===== src/rtl/maxpool_layer_1.sv =====
// maxpool_layer_1: 2x2, stride-2 max pooling over streamed conv1 feature maps.
// Samples arrive channel-major, then row-major, then by column. A horizontal hold
// register pairs columns, and a half-width line buffer pairs rows. One pooled
// sample is produced per 2x2 window.
//
// Ports:
//   clk          - single clock, all state on rising edge
//   reset_n      - asynchronous active-low reset
//   start_pool1  - one-cycle pulse arming the block for one frame
//   data_valid   - map_in valid this cycle
//   map_in       - signed conv1 sample
//   pooled_out   - signed pooled sample (holds its value between pulses)
//   pool_valid   - pooled_out valid this cycle
//   finish_pool1 - one-cycle pulse, the cycle after the final pool_valid
module maxpool_layer_1 #(
  parameter int unsigned OUT_CHANNELS = 2,
  parameter int unsigned IN_IMG_SIZE  = 24,
  parameter int unsigned DATA_WIDTH   = 16
) (
  input  logic                         clk,
  input  logic                         reset_n,
  input  logic                         start_pool1,
  input  logic                         data_valid,
  input  logic signed [DATA_WIDTH-1:0] map_in,
  output logic signed [DATA_WIDTH-1:0] pooled_out,
  output logic                         pool_valid,
  output logic                         finish_pool1
);

  localparam int unsigned OUT_IMG_SIZE = IN_IMG_SIZE / 2;
  localparam int unsigned POS_W = (IN_IMG_SIZE > 2) ? $clog2(IN_IMG_SIZE) : 2;
  localparam int unsigned CH_W  = (OUT_CHANNELS > 1) ? $clog2(OUT_CHANNELS) : 1;

  typedef enum logic [1:0] {IDLE, RUN, DONE} state_t;

  state_t state, state_next;

  logic [POS_W-1:0] col, row;
  logic [CH_W-1:0]  ch;
  logic signed [DATA_WIDTH-1:0] hold;
  logic signed [DATA_WIDTH-1:0] linebuf [OUT_IMG_SIZE];

  logic                         accept;
  logic                         col_last, row_last, ch_last, last_sample;
  logic [POS_W-2:0]             lb_idx;
  logic signed [DATA_WIDTH-1:0] hmax, vmax, lb_rd;

  assign accept      = (state == RUN) && data_valid;
  assign col_last    = (col == POS_W'(IN_IMG_SIZE - 1));
  assign row_last    = (row == POS_W'(IN_IMG_SIZE - 1));
  assign ch_last     = (ch == CH_W'(OUT_CHANNELS - 1));
  assign last_sample = accept && col_last && row_last && ch_last;

  // Output column index within the pooled row.
  assign lb_idx = col[POS_W-1:1];
  assign lb_rd  = linebuf[lb_idx];

  // Horizontal pair max, then vertical max against the buffered upper row.
  assign hmax = (map_in > hold) ? map_in : hold;
  assign vmax = (lb_rd > hmax) ? lb_rd : hmax;

  // State register.
  always_ff @(posedge clk or negedge reset_n) begin
    if (!reset_n) state <= IDLE;
    else          state <= state_next;
  end

  // Next-state logic.
  always_comb begin
    state_next = state;
    case (state)
      IDLE:    if (start_pool1) state_next = RUN;
      RUN:     if (last_sample) state_next = DONE;
      DONE:    state_next = IDLE;
      default: state_next = IDLE;
    endcase
  end

  // Position counters: column, then row, then channel.
  always_ff @(posedge clk or negedge reset_n) begin
    if (!reset_n) begin
      col <= '0;
      row <= '0;
      ch  <= '0;
    end else if ((state == IDLE) && start_pool1) begin
      col <= '0;
      row <= '0;
      ch  <= '0;
    end else if (accept) begin
      if (col_last) begin
        col <= '0;
        if (row_last) begin
          row <= '0;
          ch  <= ch_last ? '0 : ch + CH_W'(1);
        end else begin
          row <= row + POS_W'(1);
        end
      end else begin
        col <= col + POS_W'(1);
      end
    end
  end

  // Even-column sample waits here for its odd-column partner.
  always_ff @(posedge clk or negedge reset_n) begin
    if (!reset_n)              hold <= '0;
    else if (accept && !col[0]) hold <= map_in;
  end

  // Even rows deposit their horizontal maxima for the following odd row.
  always_ff @(posedge clk) begin
    if (accept && col[0] && !row[0]) linebuf[lb_idx] <= hmax;
  end

  // Registered outputs.
  always_ff @(posedge clk or negedge reset_n) begin
    if (!reset_n) begin
      pooled_out   <= '0;
      pool_valid   <= 1'b0;
      finish_pool1 <= 1'b0;
    end else begin
      pool_valid   <= accept && col[0] && row[0];
      finish_pool1 <= (state == DONE);
      if (accept && col[0] && row[0]) pooled_out <= vmax;
    end
  end

endmodule


===== config.mk =====
export PLATFORM = sky130hd
export DESIGN_NAME = maxpool_layer_1
export DESIGN_NICKNAME = d
export VERILOG_FILES = /design/src/rtl/maxpool_layer_1.sv
export SDC_FILE = /design/constraint.sdc
export NUM_CORES = 1
export LEC_CHECK = 0
export ABC_AREA = 1
export ABC_CLOCK_PERIOD_IN_PS = 6400
export CELL_PAD_IN_SITES_DETAIL_PLACEMENT = 0
export CELL_PAD_IN_SITES_GLOBAL_PLACEMENT = 1
export CORE_MARGIN = 1
export CORE_UTILIZATION = 52
export CTS_CLUSTER_DIAMETER = 60
export DETAILED_ROUTE_END_ITERATION = 8
export PLACE_DENSITY = 0.9
export SYNTH_ARGS = -nofsm -noshare
export SYNTH_HDL_FRONTEND = slang
export SYNTH_SLANG_ARGS = --single-unit

===== constraint.sdc =====
create_clock -name clk -period 6.4 [get_ports clk]
set_input_delay 0.96 -clock clk [delete_from_list [all_inputs] [get_ports clk]]
set_output_delay 0.96 -clock clk [all_outputs]
set_load 0.03 [all_outputs]

# Word-level counts from Yosys, hierarchy flattened

Memory sizes are Yosys's and may differ from the RTL's.
Cells that the tools add are included.

Reductions and logical operators: 18
Multiplexer cells: 19
$lt $le $gt $ge: 2
Add/sub/neg operators: 3
Equal/unequal tests: 6

Operator list:

| kind                                                            | number |
|---|---|
| 5-bit two-way mux                                               | 7 |
| 16-bit greater-than comparator                                  | 2 |
| 16-bit two-way mux                                              | 2 |
| 5-bit by 1-bit adder with 5-bit output, second input constant   | 2 |
| 5-bit == test, second input constant                            | 2 |
| 1-bit logical AND                                               | 9 |
| 1-bit two-way mux                                               | 7 |
| 2-bit nonzero test                                              | 3 |
| 2-bit two-way mux                                               | 2 |
| 2-bit inequality test, second input constant                    | 2 |
| 2-bit case mux with 2 select lines                              | 1 |
| 2-bit AND reduction                                             | 2 |
| 3-bit AND reduction                                             | 1 |
| 2-bit by 1-bit == test with 1-bit output, second input constant | 1 |
| 2-bit == test, second input constant                            | 1 |
| 1-bit logical NOT                                               | 2 |
| 2-bit logical NOT                                               | 1 |
| 1-bit adder, second input constant                              | 1 |

Output and inout bits: 18
Register bits: 47
Memories kept: 1
Input bits: 20
Memory bits (writable): 192
Word-level logic and storage cells: 57

Memory list:

| name    | depth | width | rd ports | clocked after Yosys merged registers in | wr ports | RTL line | RTL |
|---|---|---|---|---|---|---|---|
| linebuf | 12    | 16    | 1        | 0                                       | 1        | 41       | `logic signed [DATA_WIDTH-1:0] linebuf [OUT_IMG_SIZE];` |

# Depth between registers and ports, before layout

Word-level depth: 7
Gate-level depth with buffers: 32
Mapped depth without buffers: 31

# Worst setup path before layout

Ideal clock, no wire load.

Kind: input to register
Start point: in map_in[15]
End point: reg pooled_out[5]
Arrival time: 3.870 ns
Path slack: 2.413 ns
Stages on the path: 20
Path buffers: 2
Cells stage by stage: ha_1 -> a21oi_1 -> o21ai_1 -> a21oi_1 -> nand3_2 -> nand3_2 -> buf_4 -> nand2_1 -> nand2_1 -> inv_1 -> ha_1 -> a21oi_1 -> o21ai_1 -> a21oi_1 -> nand3_2 -> nand3_2 -> buf_2 -> nand3_1 -> nand2_1 -> nand2_1

Word-level cells in the longest chain between the ends: 4

Ends and longest elaborated chain:

| what                             | RTL line | RTL |
|---|---|---|
| start, declared                  | 24       | `input logic signed [DATA_WIDTH-1:0] map_in,` |
| 16-bit greater-than comparator   | 59       | `assign hmax = (map_in > hold) ? map_in : hold;` |
| 16-bit two-way mux *             | 59       |  |
| via hmax[15]                     | 46       | `logic signed [DATA_WIDTH-1:0] hmax, vmax, lb_rd;` |
| 16-bit greater-than comparator * | 60       | `assign vmax = (lb_rd > hmax) ? lb_rd : hmax;` |
| 16-bit two-way mux *             | 60       |  |
| end signal, assigned             | 124      | `if (accept && col[0] && row[0]) pooled_out <= vmax;` |
| end, declared                    | 25       | `output logic signed [DATA_WIDTH-1:0] pooled_out,` |

Mark *: on every way through the listed nets, which the timed path passes. The rest lies on a longest branch.
A chain may end at the register's enable or synchronous reset.

# Worst setup path after layout

Start point: in map_in[15]
End point: reg pooled_out[3]

The elaborated chain is that of the path after synthesis.

==> flow_summary_export.csv <==
group,metric,value,unit
run_status,status,"completed",
logic_synthesis,synth_compound_area_share,2.36,%
place,placed_area,11400,µm²
floorplanning,fp.dieW,146,µm
timing,relSlewSlack,21.7,%
floorplanning,io_pins,38,
global_route,grtUsageMet3,2.79,%
hold_path,hold_end,"finish_pool1",
hold_path,min_from,"state[0]",
pwr,p_leak,5.15,nW
logic_synthesis,netlist-cell-type-count,28,
logic_synthesis,synth_nets,1119,
critical_path,r2r_cells,19,
timing,hold_viol,0,
global_route,grt_pass1_vias,7173,
clock_tree,cts_resized,0,
hold_path,min_path_cells,1,
logic_synthesis,synthSimpleGateAreaFrac,24.2,%
global_route,grt_usage,23.0,%
timing,finalCriticalPeriod,5.00,ns
detailed_routing,ant_nets,0,
timing,finalWorstSetupSlack,1.40,ns
timing,period_share,78.2,%
clock_tree,clk_latency,0.51,ns
clock_tree,cts.sinks,239,
logic_synthesis,yosys-mux-area-fraction,0,%
flow_run,maxCapViolations,0,
critical_path,worstSetupEndpointType,"flop",
clock_tree,cts_setup_buffers,0,
detailed_routing,via_per_inst,5.36,
global_route,grt_busiest_layer,"met2",
clock_tree,root_buffer,"clkbuf_16",
final_layout,antenna_cells,0,
critical_path,r2r_end,"pooled_out[3]",
critical_path,crit_start,"map_in[15]",
timing,hold-worst-slack,0.446,ns
pwr,vdd.ir_drop.worst,0.000278,V
floorplanning,core_area,20200,µm²
logic_synthesis,synthXorXnorAreaFrac,0,%
final_layout,utilization,60.3,%
floorplanning,die-area,21300,µm²
floorplanning,die_height,146,µm
clock_tree,cts_buffer_depth,3,
critical_path,worstPathArrival,5.40,ns
detailed_routing,first_pass_iters,7,
detailed_routing,drc_errors,0,
timing,tightest_slew,1.17,ns
place,dp_hpwl,15100,µm
clock_tree,cts_max_level,1,
floorplanning,rows,52,
timing,rsz0062_at_grt,"no",
critical_path,worstPathRequired,6.79,ns
logic_synthesis,netlist_area,10800,µm²
clock_tree,cts_tree,"yes",
global_route,use_met2,38.6,%
global_route,use_met1,32.0,%
timing,drv_slew,0,
global_route,antenna_found_initial,0,
logic_synthesis,syn_avg_cell_area,10.1,µm²
logic_synthesis,synth_top_family_by_area,"simple AND/OR/NAND/NOR gates",
logic_synthesis,ys_ff_latch,239,
critical_path,path_class,"in2reg",
pwr,p_per_area,502,nW/µm²
clock_tree,cts_hold_buffers,0,
final_layout,design_area,12200,µm²
final_layout,final_layout_size_suffix_gt1_share,6.66,%
timing,fin_skew,0.00607,ns
logic_synthesis,synth_fa_ha_area_share,3.95,%
timing,fmax,0.200,GHz
clock_tree,path_clk_slew,0.06,ns
timing,setup_tns,0,ns
detailed_routing,drt-total-wl,23700,µm
place,gp_congestion,0.837,
timing,setup_violations,0,
detailed_routing,vias,7489,
critical_path,reg2reg_from,"hold[15]",
logic_synthesis,syn_inst,1065,
detailed_routing,initialDrtViolationCount,533,
global_route,grt_overflow,0,
critical_path,crit_fanout,17,
final_layout,syn2layout_area_growth,13.4,%
global_route,grt_max_degree,51,
logic_synthesis,ys_seq_area_share,64.5,%
floorplanning,floorplan.initialDensity,53.2,%
final_layout,layout.nets,1163,
clock_tree,cts_buffers,24,
place,pre_cts_ws,0.872,ns
hold_path,hold_path.class,"reg2reg",
logic_synthesis,ys_warn_count,0,
critical_path,cp-start-kind,"primary input",
critical_path,r2r_slack,1.89,ns
detailed_routing,routedWlPerCell,17.0,µm
global_route,grt_pass1_wl,38000,µm
place,port_buffers,37,
-- power breakdown --
group / internal [W] / total, W / switching [W]
Sequential: 0.00206 / 0.00219 / 0.000129
Clock: 0.000793 / 0.00136 / 0.000566
Combinational: 0.000781 / 0.00258 / 0.00179
Total: 0.00363 / 0.00612 / 0.00249
-- cells by family (layout without fill, tap and decap cells) --
kind of cell / count (synthesis) / after routing
buf+inv: 132 / 193
simple gates: 612 / 612
flops: 239 / 239
compound gates: 48 / 48
fa+ha+maj: 34 / 34
-- flip-flops by register name (all words and copies together), names as in the netlist --
signal / cells
state: 2
pooled_out: 16
ch: 1
finish_pool1: 1
linebuf: 192
hold: 16
col: 5
row: 5
pool_valid: 1
-- worst max path at each step --
stage / to / cells after the start
CTS: pooled_out[3] / 19
detailed placement: pooled_out[4] / 19
global placement: pooled_out[11] / 19
finish: pooled_out[3] / 19
global route: pooled_out[0] / 19
floorplan: pooled_out[5] / 20
-- cell type report --
class | instances | area (µm²)
Multi-Input combinational cell | 694 | 3300
Inverter | 95 | 357
Tap cell | 270 | 338
Fill cell | 1589 | 8040
Clock inverter | 15 | 130
Sequential cell | 239 | 6940
Timing Repair Buffer | 55 | 500
Clock buffer | 28 | 637
-- through the flow --
stage	instances	power [W]
2_1_floorplan	1065	0.00403
3_3_place_gp	1353	0.00474
3_5_place_dp	1353	0.00478
4_1_cts	1396	0.00614
5_1_grt	1396	0.00656
6_report	1396	0.00612
-- cells in the final DEF, fill, tap and decap left out, drive strengths merged --
cell / Yosys / layout
nor4: 2 / 2
o21a: 1 / 1
ha: 34 / 34
nor2: 81 / 81
clkinvlp: 0 / 2
buf: 27 / 19
edfxtp: 192 / 192
a31oi: 2 / 2
o21ai: 12 / 12
dfrtp: 47 / 47
a21o: 2 / 2
nand3: 29 / 29
nand4: 72 / 72
inv: 95 / 96
clkdlybuf4s50: 0 / 36
clkbuf: 10 / 28
nor3b: 1 / 1
bufinv: 0 / 2
a21oi: 30 / 30
nor3: 7 / 7
o32ai: 1 / 1
and2: 7 / 7
nand2: 413 / 413
clkinv: 0 / 10
-- layer usage --
layer,vias to the layer above,share of wire [%]
met1,3582,44
met3,30,6.7
met2,229,48
met4,0,1.4
li1,3648,-
met5,-,0
-- synthesized netlist by cell type --
cell type	count	area share (%)
inv_1	89	3.1
nand2_1	411	14
dfrtp_1	47	11
nor2_1	77	2.7
buf_4	5	0.35
nor4_1	2	0.12
nor3_2	3	0.28
nand3_2	4	0.37
o21ai_1	3	0.14
a31oi_1	2	0.12
buf_2	19	0.88
o32ai_1	1	0.081
and2_1	7	0.41
nor2_2	4	0.23
nor3_1	4	0.19
a21oi_1	30	1.4
a21o_1	2	0.14
clkbuf_1	10	0.35
buf_1	3	0.10
edfxtp_1	192	54
o21ai_0	9	0.42
nand2_2	2	0.12
nor3b_1	1	0.070
inv_2	6	0.21
o21a_1	1	0.070
ha_1	34	4.0
nand3_1	25	1.2
nand4_1	72	4.2
-- worst max-delay path, cell delays in order --
cell and delay (ns):
clkdlybuf4s50_1 0.44, ha_1 0.36, nand2_1 0.12, nor3_2 0.29
nand2_1 0.16, nand2_1 0.10, nand2_2 0.20, nand3_2 0.32
nand2_1 0.12, nand2_1 0.34, inv_1 0.09, ha_1 0.37
nand2_1 0.12, nor3_2 0.20, nand3_1 0.45, nand3_2 0.48
nand3_1 0.12, nand2_1 0.08, nand2_1 0.05
Power figures use the tool's default switching activity.
